File: src/rtl/cpu_pkg.sv
// Types and constants shared by the harvard CPU control path
// (sequencer and branch_control).
package cpu_pkg;

    typedef enum logic [1:0] {
        JS_NONE = 2'b00,
        JS_REG  = 2'b01,
        JS_PAGE = 2'b10,
        JS_REL  = 2'b11
    } jump_sel_t;

    typedef enum logic {
        FETCH = 1'b0,
        EXEC  = 1'b1
    } cycle_state_t;

    localparam logic [31:0] RESET_VECTOR = 32'hBFC0_0000;
    localparam logic [31:0] HALT_ADDR    = 32'h0000_0000;

endpackage

File: src/rtl/branch_target_gen.sv
// Combinational page-absolute and pc-relative target computation
// for the instruction currently in EXEC.
module branch_target_gen (
    input  logic [31:0] pc_plus4,
    input  logic [31:0] instruction_word,
    output logic [31:0] page_target,
    output logic [31:0] rel_target
);

    logic unused_opcode;

    // The opcode field plays no part in target arithmetic.
    assign unused_opcode = ^instruction_word[31:26];

    assign page_target = {pc_plus4[31:28], instruction_word[25:0], 2'b00};
    assign rel_target  = pc_plus4 + {{14{instruction_word[15]}}, instruction_word[15:0], 2'b00};

endmodule

File: src/rtl/pc_sequencer.sv
// Program counter and FETCH/EXEC sequencing; applies jumps selected by
// branch_control at the end of the delay-slot instruction.
module pc_sequencer #(
    parameter logic [31:0] RESET_VECTOR = cpu_pkg::RESET_VECTOR,
    parameter logic [31:0] HALT_ADDR    = cpu_pkg::HALT_ADDR
) (
    input  logic        clk,
    input  logic        reset_n,
    input  logic        stall,
    input  logic [31:0] instruction_word,
    input  logic [31:0] rs_data,
    input  logic [1:0]  jump_addr_selection,
    output logic [31:0] pc,
    output logic [31:0] pc_plus8,
    output logic        state,
    output logic        active
);

    import cpu_pkg::jump_sel_t;
    import cpu_pkg::cycle_state_t;
    import cpu_pkg::JS_NONE;
    import cpu_pkg::JS_REG;
    import cpu_pkg::JS_PAGE;
    import cpu_pkg::JS_REL;
    import cpu_pkg::FETCH;
    import cpu_pkg::EXEC;

    cycle_state_t state_reg;
    logic [31:0]  pc_reg;
    logic         active_reg;
    logic [31:0]  reg_tgt_reg;
    logic [31:0]  page_tgt_reg;
    logic [31:0]  rel_tgt_reg;

    jump_sel_t    sel;
    logic [31:0]  pc_plus4;
    logic [31:0]  page_target;
    logic [31:0]  rel_target;
    logic [31:0]  pc_next;

    assign sel      = jump_sel_t'(jump_addr_selection);
    assign pc_plus4 = pc_reg + 32'd4;
    assign pc_plus8 = pc_reg + 32'd8;
    assign pc       = pc_reg;
    assign state    = state_reg;
    assign active   = active_reg;

    branch_target_gen u_target_gen (
        .pc_plus4         (pc_plus4),
        .instruction_word (instruction_word),
        .page_target      (page_target),
        .rel_target       (rel_target)
    );

    // Jumps use the targets captured from the branch itself, one
    // instruction earlier, never the delay-slot instruction's fields.
    always_comb begin
        pc_next = pc_plus4;
        case (sel)
            JS_NONE: pc_next = pc_plus4;
            JS_REG:  pc_next = reg_tgt_reg;
            JS_PAGE: pc_next = page_tgt_reg;
            JS_REL:  pc_next = rel_tgt_reg;
            default: pc_next = pc_plus4;
        endcase
    end

    always_ff @(posedge clk or negedge reset_n) begin
        if (!reset_n) begin
            state_reg    <= FETCH;
            pc_reg       <= RESET_VECTOR;
            active_reg   <= 1'b1;
            reg_tgt_reg  <= 32'd0;
            page_tgt_reg <= 32'd0;
            rel_tgt_reg  <= 32'd0;
        end else if (active_reg && !stall) begin
            if (state_reg == FETCH) begin
                state_reg <= EXEC;
            end else begin
                state_reg <= FETCH;
                pc_reg    <= pc_next;
                if (sel == JS_NONE) begin
                    reg_tgt_reg  <= rs_data;
                    page_tgt_reg <= page_target;
                    rel_tgt_reg  <= rel_target;
                end else if (pc_next == HALT_ADDR) begin
                    // Only a taken jump halts; sequential wrap to HALT_ADDR does not.
                    active_reg <= 1'b0;
                end
            end
        end
    end

endmodule
File: config.mk
export PLATFORM = sky130hd
export DESIGN_NAME = pc_sequencer
export DESIGN_NICKNAME = d
export VERILOG_FILES = /design/src/rtl/cpu_pkg.sv /design/src/rtl/branch_target_gen.sv /design/src/rtl/pc_sequencer.sv
export SDC_FILE = /design/constraint.sdc
export NUM_CORES = 1
export LEC_CHECK = 0
export CAP_MARGIN = 20
export CORE_UTILIZATION = 47
export DETAILED_ROUTE_END_ITERATION = 6
export GPL_TIMING_DRIVEN = 1
export PLACE_DENSITY = 0.74
export SLEW_MARGIN = 20
export SYNTH_ARGS = -nofsm -noshare
export SYNTH_HDL_FRONTEND = slang
export SYNTH_SLANG_ARGS = --single-unit
File: constraint.sdc
create_clock -name clk -period 3.4 [get_ports clk]
set_input_delay 0.68 -clock clk [delete_from_list [all_inputs] [get_ports clk]]
set_output_delay 0.68 -clock clk [all_outputs]
set_load 0.05 [all_outputs]
==> results.json <==
{
  "overflow": 0,
  "worst-path-max-fanout": 4,
  "ios": 135,
  "nNetsFinal": 1346,
  "finalSetupViolations": 10,
  "drv_slew": 0,
  "power_density_mw_per_mm2": 988,
  "yosys-top-cells-area": "dfrtp_1 36%, nand2_1 14%, ha_1 5.6%",
  "skew_ps": 8.63,
  "postSynthCellCount": 972,
  "synth_seq_area_share": 0.390,
  "cp-end-kind": "flop",
  "cpLargestDelayFamily": "compound AO/OA/AOI/OAI gates",
  "cts_buffers": 17,
  "stdcell_count": 1477,
  "hp-class": "input pin to asynchronous set/reset pin",
  "gp_congestion": 0.952,
  "netlist_top_cells_count": "311 x nand2_1, 118 x dfrtp_1, 62 x o21ai_0",
  "cts_tree": "done",
  "grt_pass1_wl_mm": 42.6,
  "synth_edf_count": 0,
  "outcome": "complete, but fails checks",
  "worstSetupPathType": "flop to flop",
  "final_core_util": 0.723,
  "synth_top_area_frac": 0.358,
  "power_frac_comb": 0.607,
  "routedWlPerCell_um": 19.0,
  "required_ps": 3700,
  "avgSynthCellArea_um2": 8.49,
  "yosysWarnings": 0,
  "swShare": 0.450,
  "ant_nets": 0,
  "die_w_um": 135,
  "viasPerCell": 5.75,
  "power.internal_mw": 6.77,
  "dpl.hpwl_mm": 18.9,
  "fin_ws_ps": -308,
  "worst_path_most_repeated_cell": "ha_4",
  "yosysMostFrequentCell": "nand2_1",
  "cts.clk_slew.worst_paths_ps": 50,
  "cpPeakStageDelay_ps": 460,
  "clkSinkCount": 128,
  "initial_utilization": 0.479,
  "startpoint_type": "flop",
  "num_rows": 48,
  "root_buffer": "clkbuf_16",
  "clock.fmax_ghz": 0.270,
  "synth_area_mm2": 0.00825,
  "crit_chain": "ha_4 > nand3_4 > nor3_4 > nand2_2 > xnor2_4 > ha_4 > a2111oi_4 > o211ai_1 > nor3_2 > o31ai_2 > a311oi_2 > o21ai_2 > a41oi_2 > mux2i_1 > nand3_1",
  "antennaDiodeCount": 0,
  "violations": "setup timing",
  "vias": 8486,
  "drc": 0,
  "rsz0062_at_grt": "yes",
  "ir_worst_vdd_mv": 0.619,
  "n_fill_cell": 1168,
  "core_mm2": 0.0172,
  "dieHeight_um": 135,
  "synth_nets": 1079,
  "ys_ff_latch": 128,
  "hold_slack_ps": 223,
  "tightestPinTransition_ps": 651,
  "grt_usage": 0.308,
  "drive_above_1_share": 0.303,
  "cts_buffer_depth": 2,
  "firstDrtPassIters": 5,
  "switchingPower_mw": 5.55,
  "cp_slowest_cell": "dfrtp_4",
  "place_ws_ps": -419,
  "drtIter0Drc": 754,
  "clk_latency_ps": 420,
  "grt_pass1_vias": 7969,
  "crit_buf_inv": 0,
  "synth_top_area_cell": "dfrtp_1",
  "post-place-cells": 1417,
  "cts_htree_levels": 4,
  "grt_max_degree": 62,
  "final.min_clock_period_ps": 3710,
  "hold_viol": 0,
  "pwr-share-seq": 0.235,
  "area.growth.synth_to_final_pct": 51.0,
  "port_buffers": 128,
  "multiInputGateArea_mm2": 0.00548,
  "relSlewSlack": 0.566,
  "ys.flop_type": "dfrtp_1",
  "die-area_mm2": 0.0181,
  "routed_wl_mm": 28.1,
  "async_flop_share": 1.00,
  "antenna_found_initial": 0,
  "synth_cell_types": 63,
  "finalCritPeriodShare": 1.09,
  "p_leak_nw": 5.83,
  "arrival_ps": 4010,
  "drv_cap": 0,
  "fin_tns_setup_ps": -1250,
  "clkPwrFrac": 0.158,
  "seq_area_mm2": 0.00324
}
## per-layer routing
metal,vias up,global-route usage,part of all wire
li1,3854,-,-
met1,4107,0.426,0.42
met2,463,0.490,0.47
met3,62,0.0548,0.082
met4,0,0.104,0.025
met5,-,0,0
## per-stage QoR
step | area [um2] | power [mW]
after floorplan | 8390 | 6.80
after global placement | 10900 | 9.21
after detailed placement | 10900 | 9.35
after CTS | 12000 | 11.7
after global routing | 12500 | 12.9
final | 12500 | 12.3
## final cells by class
cell class | count | area share
Clock buffer | 27 | 0.0428
Clock inverter | 5 | 0.00803
Inverter | 17 | 0.00512
Multi-Input combinational cell | 769 | 0.440
Sequential cell | 128 | 0.260
Tap cell | 225 | 0.0226
Timing Repair Buffer | 306 | 0.222
## repair_timing
| action | 4_1_cts | 5_1_grt |
|---|---|---|
| gates resized for setup | 60 | 74 |
| endpoints found under the setup margin | 17 | 21 |
| setup buffers | 20 | 12 |
| pin swaps | 48 | 54 |
| gates cloned | 0 | 0 |
| hold buffers | 0 | 0 |
## cells in the final DEF (no fill, tap or decap), types with 22 or more instances in the layout
| cell type | synthesis | layout |
|---|---|---|
| dfrtp_1 | 118 | 103 |
| nand2_1 | 311 | 305 |
| nand3_1 | 25 | 22 |
| buf_4 | 5 | 176 |
| nor2_1 | 38 | 31 |
| clkdlybuf4s50_1 | 0 | 107 |
| ha_1 | 37 | 24 |
| mux2i_1 | 23 | 23 |
| xnor2_1 | 51 | 39 |
| o21ai_0 | 62 | 45 |
## path summary, 6_finish.rpt
path | slack (ps) | endpoint | startpoint | depth (start not counted)
setup reg to reg | -310 | rel_tgt_reg[31]$_DFFE_PN0P_ | pc[3]$_DFFE_PN0P_ | 15
max in group asynchronous | 2320 | pc[2]$_DFFE_PN0P_ | reset_n | 2
min in group clk | 470 | page_tgt_reg[15]$_DFFE_PN0P_ | page_tgt_reg[15]$_DFFE_PN0P_ | 2
setup / recovery | -310 | rel_tgt_reg[31]$_DFFE_PN0P_ | pc[3]$_DFFE_PN0P_ | 15
hold reg to reg | 470 | page_tgt_reg[15]$_DFFE_PN0P_ | page_tgt_reg[15]$_DFFE_PN0P_ | 2
hold / removal | 220 | reg_tgt_reg[31]$_DFFE_PN0P_ | reset_n | 1
## kinds of logic after synthesis
group / count (synthesis) / synth area share
buffers and inverters: 75 / 0.0381
AND/OR/NAND/NOR: 452 / 0.240
XOR/XNOR: 80 / 0.0867
adder cells (fa/ha/maj): 38 / 0.0585
AO/OA/AOI/OAI: 161 / 0.123
flip-flops: 128 / 0.390
multiplexers: 38 / 0.0634
## power by group through the flow
stage,clock [mW],sequential [mW],combinational (mW)
floorplan,0,3.29,3.51
global route,2.03,2.96,7.92
CTS,1.95,2.84,6.90
detailed placement,0,2.86,6.49
global placement,0,2.83,6.38
finish,1.95,2.89,7.48
(Power assumes the default switching activity.)
